<file path="config.mk">
export PLATFORM = sky130hd
export DESIGN_NAME = mem_port_arbiter
export DESIGN_NICKNAME = d
export VERILOG_FILES = /design/src/rtl/mem_port_arbiter_pkg.sv /design/src/rtl/mem_port_arbiter_timeout.sv /design/src/rtl/mem_port_arbiter.sv
export SDC_FILE = /design/constraint.sdc
export NUM_CORES = 1
export LEC_CHECK = 0
export CORE_UTILIZATION = 48
export CTS_BUF_LIST = sky130_fd_sc_hd__clkbuf_8
export CTS_CLUSTER_SIZE = 14
export DETAILED_ROUTE_END_ITERATION = 16
export PLACE_DENSITY_LB_ADDON = 0.15
export SYNTH_ARGS = -nofsm -noshare
export SYNTH_HDL_FRONTEND = slang
export SYNTH_SLANG_ARGS = --single-unit
</file>
<file path="constraint.sdc">
create_clock -name clk -period 3.5 [get_ports clk]
set_clock_uncertainty 0.05 [all_clocks]
set_input_delay 1.05 -clock clk [delete_from_list [all_inputs] [get_ports clk]]
set_output_delay 1.05 -clock clk [all_outputs]
set_load 0.05 [all_outputs]
</file>
<file path="src/rtl/mem_port_arbiter_pkg.sv">
// State encoding shared by the memory port arbiter and anything that observes it.
package Mem_Arbiter_enum;
   typedef enum logic [1:0] {
      IDLE   = 2'd0,
      BUSY_I = 2'd1,
      BUSY_D = 2'd2
   } arbState_t;
endpackage

</file>
<file path="src/rtl/mem_port_arbiter_timeout.sv">
// Busy-cycle watchdog: expired is asserted combinationally in the cycle whose count would reach limit.
// One cycle of lookahead so the abort registers exactly at the limit; limit of 0 never expires.
module Timeout_Counter #(
   parameter int WIDTH = 8
) (
   input  logic             clk,
   input  logic             rst,
   input  logic             clear,
   input  logic             enable,
   input  logic [WIDTH-1:0] limit,
   output logic             expired
);
   logic [WIDTH-1:0] tcnt;
   logic [WIDTH:0]   tcntNext;

   assign tcntNext = {1'b0, tcnt} + {{WIDTH{1'b0}}, 1'b1};
   assign expired  = enable && (limit != '0) && (tcntNext == {1'b0, limit});

   always_ff @(posedge clk or negedge rst) begin
      if (!rst) begin
         tcnt <= '0;
      end else if (clear) begin
         tcnt <= '0;
      end else if (enable) begin
         tcnt <= tcntNext[WIDTH-1:0];
      end
   end
endmodule

</file>
<file path="src/rtl/mem_port_arbiter.sv">
// Fetch/load-store arbiter for one shared memory port; request->mem_req 1 cycle, ack->done 1 cycle.
// Requesters hold until their done pulse; data has priority unless it has starved fetch MAX_D_STREAK times.
module mem_port_arbiter
   import Mem_Arbiter_enum::*;
#(
   parameter int DATA_WIDTH     = 32,
   parameter int ADDR_WIDTH     = 32,
   parameter int MAX_D_STREAK   = 4,
   parameter int TIMEOUT_CYCLES = 255
) (
   input  logic                  clk,
   input  logic                  rst,
   input  logic                  i_req,
   input  logic [ADDR_WIDTH-1:0] i_addr,
   output logic [DATA_WIDTH-1:0] i_rdata,
   output logic                  i_done,
   input  logic                  d_req,
   input  logic                  d_we,
   input  logic [ADDR_WIDTH-1:0] d_addr,
   input  logic [DATA_WIDTH-1:0] d_wdata,
   output logic [DATA_WIDTH-1:0] d_rdata,
   output logic                  d_done,
   output logic                  mem_req,
   output logic                  mem_we,
   output logic [ADDR_WIDTH-1:0] mem_addr,
   output logic [DATA_WIDTH-1:0] mem_wdata,
   input  logic [DATA_WIDTH-1:0] mem_rdata,
   input  logic                  mem_ack,
   output logic                  i_stall,
   output logic                  d_stall,
   output logic                  err
);
   localparam int TW = (TIMEOUT_CYCLES > 0) ? $clog2(TIMEOUT_CYCLES + 1) : 1;
   localparam int SW = $clog2(MAX_D_STREAK + 1);
   localparam logic [TW-1:0] TIMEOUT_LIMIT = TW'(TIMEOUT_CYCLES);
   localparam logic [SW-1:0] STREAK_MAX    = SW'(MAX_D_STREAK);

   arbState_t     state;
   logic [SW-1:0] dStreak;
   logic          iPend;
   logic          dPend;
   logic          grantI;
   logic          grantD;
   logic          busy;
   logic          tExpired;

   // A requester is masked in its own done cycle so the held request is not re-granted.
   assign iPend   = i_req & ~i_done;
   assign dPend   = d_req & ~d_done;
   assign i_stall = iPend;
   assign d_stall = dPend;
   assign busy    = (state != IDLE);
   assign grantD  = (state == IDLE) & dPend & ~(iPend & (dStreak == STREAK_MAX));
   assign grantI  = (state == IDLE) & iPend & ~grantD;

   Timeout_Counter #(.WIDTH(TW)) uTimeout (
      .clk     (clk),
      .rst     (rst),
      .clear   (grantI | grantD),
      .enable  (busy & ~mem_ack),
      .limit   (TIMEOUT_LIMIT),
      .expired (tExpired)
   );

   always_ff @(posedge clk or negedge rst) begin
      if (!rst) begin
         state     <= IDLE;
         dStreak   <= '0;
         mem_req   <= 1'b0;
         mem_we    <= 1'b0;
         mem_addr  <= '0;
         mem_wdata <= '0;
         i_done    <= 1'b0;
         d_done    <= 1'b0;
         i_rdata   <= '0;
         d_rdata   <= '0;
         err       <= 1'b0;
      end else begin
         i_done <= 1'b0;
         d_done <= 1'b0;
         case (state)
            IDLE: begin
               if (grantD) begin
                  state     <= BUSY_D;
                  mem_req   <= 1'b1;
                  mem_we    <= d_we;
                  mem_addr  <= d_addr;
                  mem_wdata <= d_wdata;
                  // grantD with fetch pending implies dStreak < MAX, so this never overflows.
                  dStreak   <= iPend ? dStreak + 1'b1 : '0;
               end else if (grantI) begin
                  state     <= BUSY_I;
                  mem_req   <= 1'b1;
                  mem_we    <= 1'b0;
                  mem_addr  <= i_addr;
                  mem_wdata <= '0;
                  dStreak   <= '0;
               end
            end
            BUSY_I, BUSY_D: begin
               if (mem_ack || tExpired) begin
                  state   <= IDLE;
                  mem_req <= 1'b0;
                  mem_we  <= 1'b0;
                  if (!mem_ack) begin
                     err <= 1'b1;
                  end
                  if (state == BUSY_I) begin
                     i_done  <= 1'b1;
                     i_rdata <= mem_ack ? mem_rdata : '0;
                  end else begin
                     d_done  <= 1'b1;
                     d_rdata <= (mem_ack && !mem_we) ? mem_rdata : '0;
                  end
               end
            end
            default: state <= IDLE;
         endcase
      end
   end
endmodule

</file>
==> impl_results.rst <==
.. list-table::
   :header-rows: 1

   * - Metric
     - Value
   * - Maximum number of pins on one net before global-route repair
     - 75
   * - Fraction of final layout cells sized beyond drive strength 1
     - roughly 6%
   * - Met1 layer usage reported by global route
     - 33.7%
   * - Fillers
     - ~970
   * - Y dimension of the die
     - between 100 and 150 um
   * - Kind of start point of the critical path
     - input port
   * - Number of input and output port buffers inserted
     - 268
   * - Diode insertion count for antenna repair
     - 0
   * - Fin Setup TNS
     - 0 ns
   * - Register bit count reported by yosys
     - around 150
   * - Transition at the pin with the smallest max-transition slack
     - about 1.1 ns
   * - Synth unique cells
     - 46
   * - Initial antenna violation count
     - 0
   * - Sum of buffers and inverters on the critical path
     - 2
   * - Type of the worst min-delay path
     - flip-flop to flip-flop
   * - Routed vias/inst
     - ~5.4
   * - Worst path cell trace
     - clkdlybuf4s50_1 > and2b_1 > buf_12
   * - Number of synthesized flops with an enable pin
     - 0
   * - Area taken by flip-flops and latches
     - ~0.0037 mm^2
   * - Type of destination of the critical path
     - output pin
   * - Layout net count
     - 1010
   * - Hold Buf Count CTS
     - 0
   * - Count of synthesis-stage warnings from yosys
     - 0
   * - Cells after synthesis
     - between 600 and 700
   * - Area taken by multi-input logic gates
     - about 0.0026 mm^2
   * - Die area
     - between 0.01 and 0.015 mm^2
   * - Post-route total power
     - 0.00968 W
   * - Post-synthesis cell area
     - ~0.0065 mm^2
   * - Instance area at placement
     - around 0.0094 mm^2
   * - Slowest library cell on the worst path
     - sky130_fd_sc_hd__clkdlybuf4s50_1
   * - Count of TritonRoute iterations in the first routing pass
     - 6
   * - Commonest cells after routing, fill and taps aside
     - 264 x sky130_fd_sc_hd__clkdlybuf4s50_1, 146 x sky130_fd_sc_hd__dfrtp_1, 83 x sky130_fd_sc_hd__o21ai_1
   * - Fraction of the yosys area taken by sequential cells
     - ~56%
   * - Final count of pins violating max slew
     - 0
   * - Share of flip-flops with an asynchronous set or reset after synthesis
     - 100%
   * - Number of buffers created by CTS
     - 17
   * - Deepest level of the CTS H-tree
     - 4
   * - Worst slew margin
     - roughly 25%
   * - Worst-Skew Late Latency
     - about 0.44 ns
   * - Achievable clock frequency
     - around 320 MHz
   * - Worst Path Required
     - around 2.4 ns
   * - Outcome
     - complete, no violations
   * - Biggest fanout along the worst timing path
     - 6
   * - Total clock sinks
     - around 150
   * - Unrepaired setup endpoints after global routing
     - false
   * - 1st-iter DRT viols
     - 439
   * - Worst Setup Path Type
     - input port to output pin
   * - CTS tree
     - built
   * - Number of buffers on the longest clock path
     - 2
   * - Wire length of the first global-routing pass
     - slightly below 30 mm
   * - Max-Cap Viols
     - 0
   * - P&R area growth vs syn
     - 49.1%
   * - Final Hold Slack
     - 0.420 ns
   * - Vias in the first global route
     - about 5800
   * - Share of the clock period used by the worst path
     - between 80% and 90%
   * - Main flop type after synthesis
     - sky130_fd_sc_hd__dfrtp_1
   * - Worst-path clk slew
     - ~0.070 ns
   * - Total power density per cell area
     - ~990 mW/mm^2
   * - Leak
     - between 4 and 5 nW
   * - DRC violation count after routing
     - 0
   * - Leading cell type in the layout, fill and taps excluded
     - sky130_fd_sc_hd__clkdlybuf4s50_1
   * - Layer with the highest usage after global routing
     - met2
   * - Family with the most delay on the worst path
     - buffers and inverters
   * - Congestion Overflow GR
     - 0
   * - Wire per inst
     - 17.5 um
   * - Final-report hold violation count
     - 0
   * - Worst path setup slack after routing
     - ~0.4 ns
   * - Post-Route WL
     - 18.6 mm
   * - Number of placement rows
     - 42
   * - Crit path arrival time
     - 2.01 ns
   * - Post-synthesis area per instance
     - 10.5 um^2
   * - Post-CTS Resized
     - 0
   * - Buffer cell driving the clock tree root
     - sky130_fd_sc_hd__clkbuf_8
   * - Highest ir drop seen on vdd
     - ~0.62 mV
   * - Global-route met2 utilization
     - about 43%
   * - Die X-Extent
     - around 120 um
   * - Cell area after layout
     - 0.00973 mm^2
   * - Setup slack after placement
     - 0.396 ns
   * - Post-CTS setup buffers
     - 0
   * - Total routing resource utilization after global routing
     - roughly a quarter
   * - Final antenna-violating net count
     - 0
   * - Detailed-route via count
     - 5749
   * - Placer's final routability congestion estimate
     - 0.856
   * - Synthesized net count
     - 759
   * - Total half-perimeter wirelength after legalization and detailed placement
     - 13.1 mm
   * - Total I/O pin count
     - 269
   * - Longest individual stage delay on the worst path
     - around 0.46 ns
   * - Floorplan Core Area
     - 0.0132 mm^2
   * - Grt met3 use
     - under 10%
   * - Final Critical Period
     - 3.11 ns
   * - Effective utilization at floorplan
     - roughly 49%
   * - Setup Viol. Count Final
     - 0
[Yosys cell counts (all sizes together), types with 2 or more instances]
| cell type | n | area (um^2) |
|---|---|---|
| nand4b | 3 | 26.3 |
| ha | 6 | 75.1 |
| and2 | 5 | 31.3 |
| a32oi | 2 | 25.0 |
| and3 | 35 | 219 |
| nor3 | 3 | 20.0 |
| a22o | 32 | 280 |
| a22oi | 32 | 240 |
| clkbuf | 31 | 116 |
| mux2i | 34 | 353 |
| nand2 | 42 | 158 |
| dfrtp | 146 | 3650 |
| nand2b | 34 | 213 |
| inv | 8 | 30.0 |
| nor2 | 39 | 146 |
| nand4 | 2 | 18.8 |
| nand3 | 6 | 30.0 |
| nor3b | 2 | 15.0 |
| a21oi | 36 | 180 |
| o21ai | 86 | 430 |
| buf | 19 | 125 |
[worst register-to-register path, stage by stage (launching register included)]
cell,delay [ns]
sky130_fd_sc_hd__dfrtp_1,0.39
sky130_fd_sc_hd__inv_1,0.08
sky130_fd_sc_hd__ha_1,0.30
sky130_fd_sc_hd__or2_1,0.39
sky130_fd_sc_hd__nor2_1,0.21
sky130_fd_sc_hd__mux2i_4,0.13
sky130_fd_sc_hd__nor4_4,0.22
sky130_fd_sc_hd__buf_4,0.37
sky130_fd_sc_hd__nor2_1,0.13
[final timing paths]
check / startpoint / to / slack [ns] / cells past startpoint
max: d_req / d_stall / 0.39 / 3
min: err / err / 0.42 / 1
max reg2reg: state[1] / d_rdata[24] / 1.11 / 8
min reg2reg: err / err / 0.42 / 1
max in group asynchronous: rst / d_rdata[3] / 2.05 / 2
min in group asynchronous: rst / dStreak[1] / 0.56 / 1
[flip-flops by register name, summed over array words and instances, names as in the netlist]
register       flops
mem_addr          32
mem_req            1
d_done             1
mem_we             1
d_rdata           32
uTimeout.tcnt      8
state              2
err                1
i_rdata           32
dStreak            3
mem_wdata         32
i_done             1
[power breakdown]
group | internal, W | switching, W | total, W | leakage (nW)
Combinational | 0.00198 | 0.00373 | 0.00570 | 2.36
Sequential | 0.00237 | 0.000438 | 0.00281 | 1.75
Clock | 0.000566 | 0.000606 | 0.00117 | 0.202
Total | 0.00491 | 0.00477 | 0.00968 | 4.31
[logic make-up after synthesis]
kind of cell | share of synthesized area [%]
fa+ha+maj | 1.15
xor+xnor | 0.134
flops | 56.0
buf+inv | 4.16
simple gates | 14.3
mux | 5.40
compound gates | 18.9
[metrics by stage]
| step | utilization (%) | instances |
|---|---|---|
| 5_1_grt | 73.5 | 1059 |
| 6_report | 73.5 | 1059 |
| 2_1_floorplan | - | 619 |
| 3_3_place_gp | 70.9 | 1027 |
| 3_5_place_dp | 70.9 | 1027 |
| 4_1_cts | 73.5 | 1059 |
[layer usage]
metal	up-vias	part of all wire (%)
met2	221	50
met3	38	6.7
met4	0	2.9
met5	-	0
li1	2694	-
met1	2796	41
[area by class of cell]
class / count / share of cell area, %
clock inverters: 10 / 0.463
inverters: 8 / 0.309
well taps: 176 / 2.26
clock buffers: 22 / 3.11
flip-flops and latches: 146 / 37.5
multi-input cells: 415 / 27.0
repair buffers: 282 / 29.3
(Power assumes the default switching activity.)
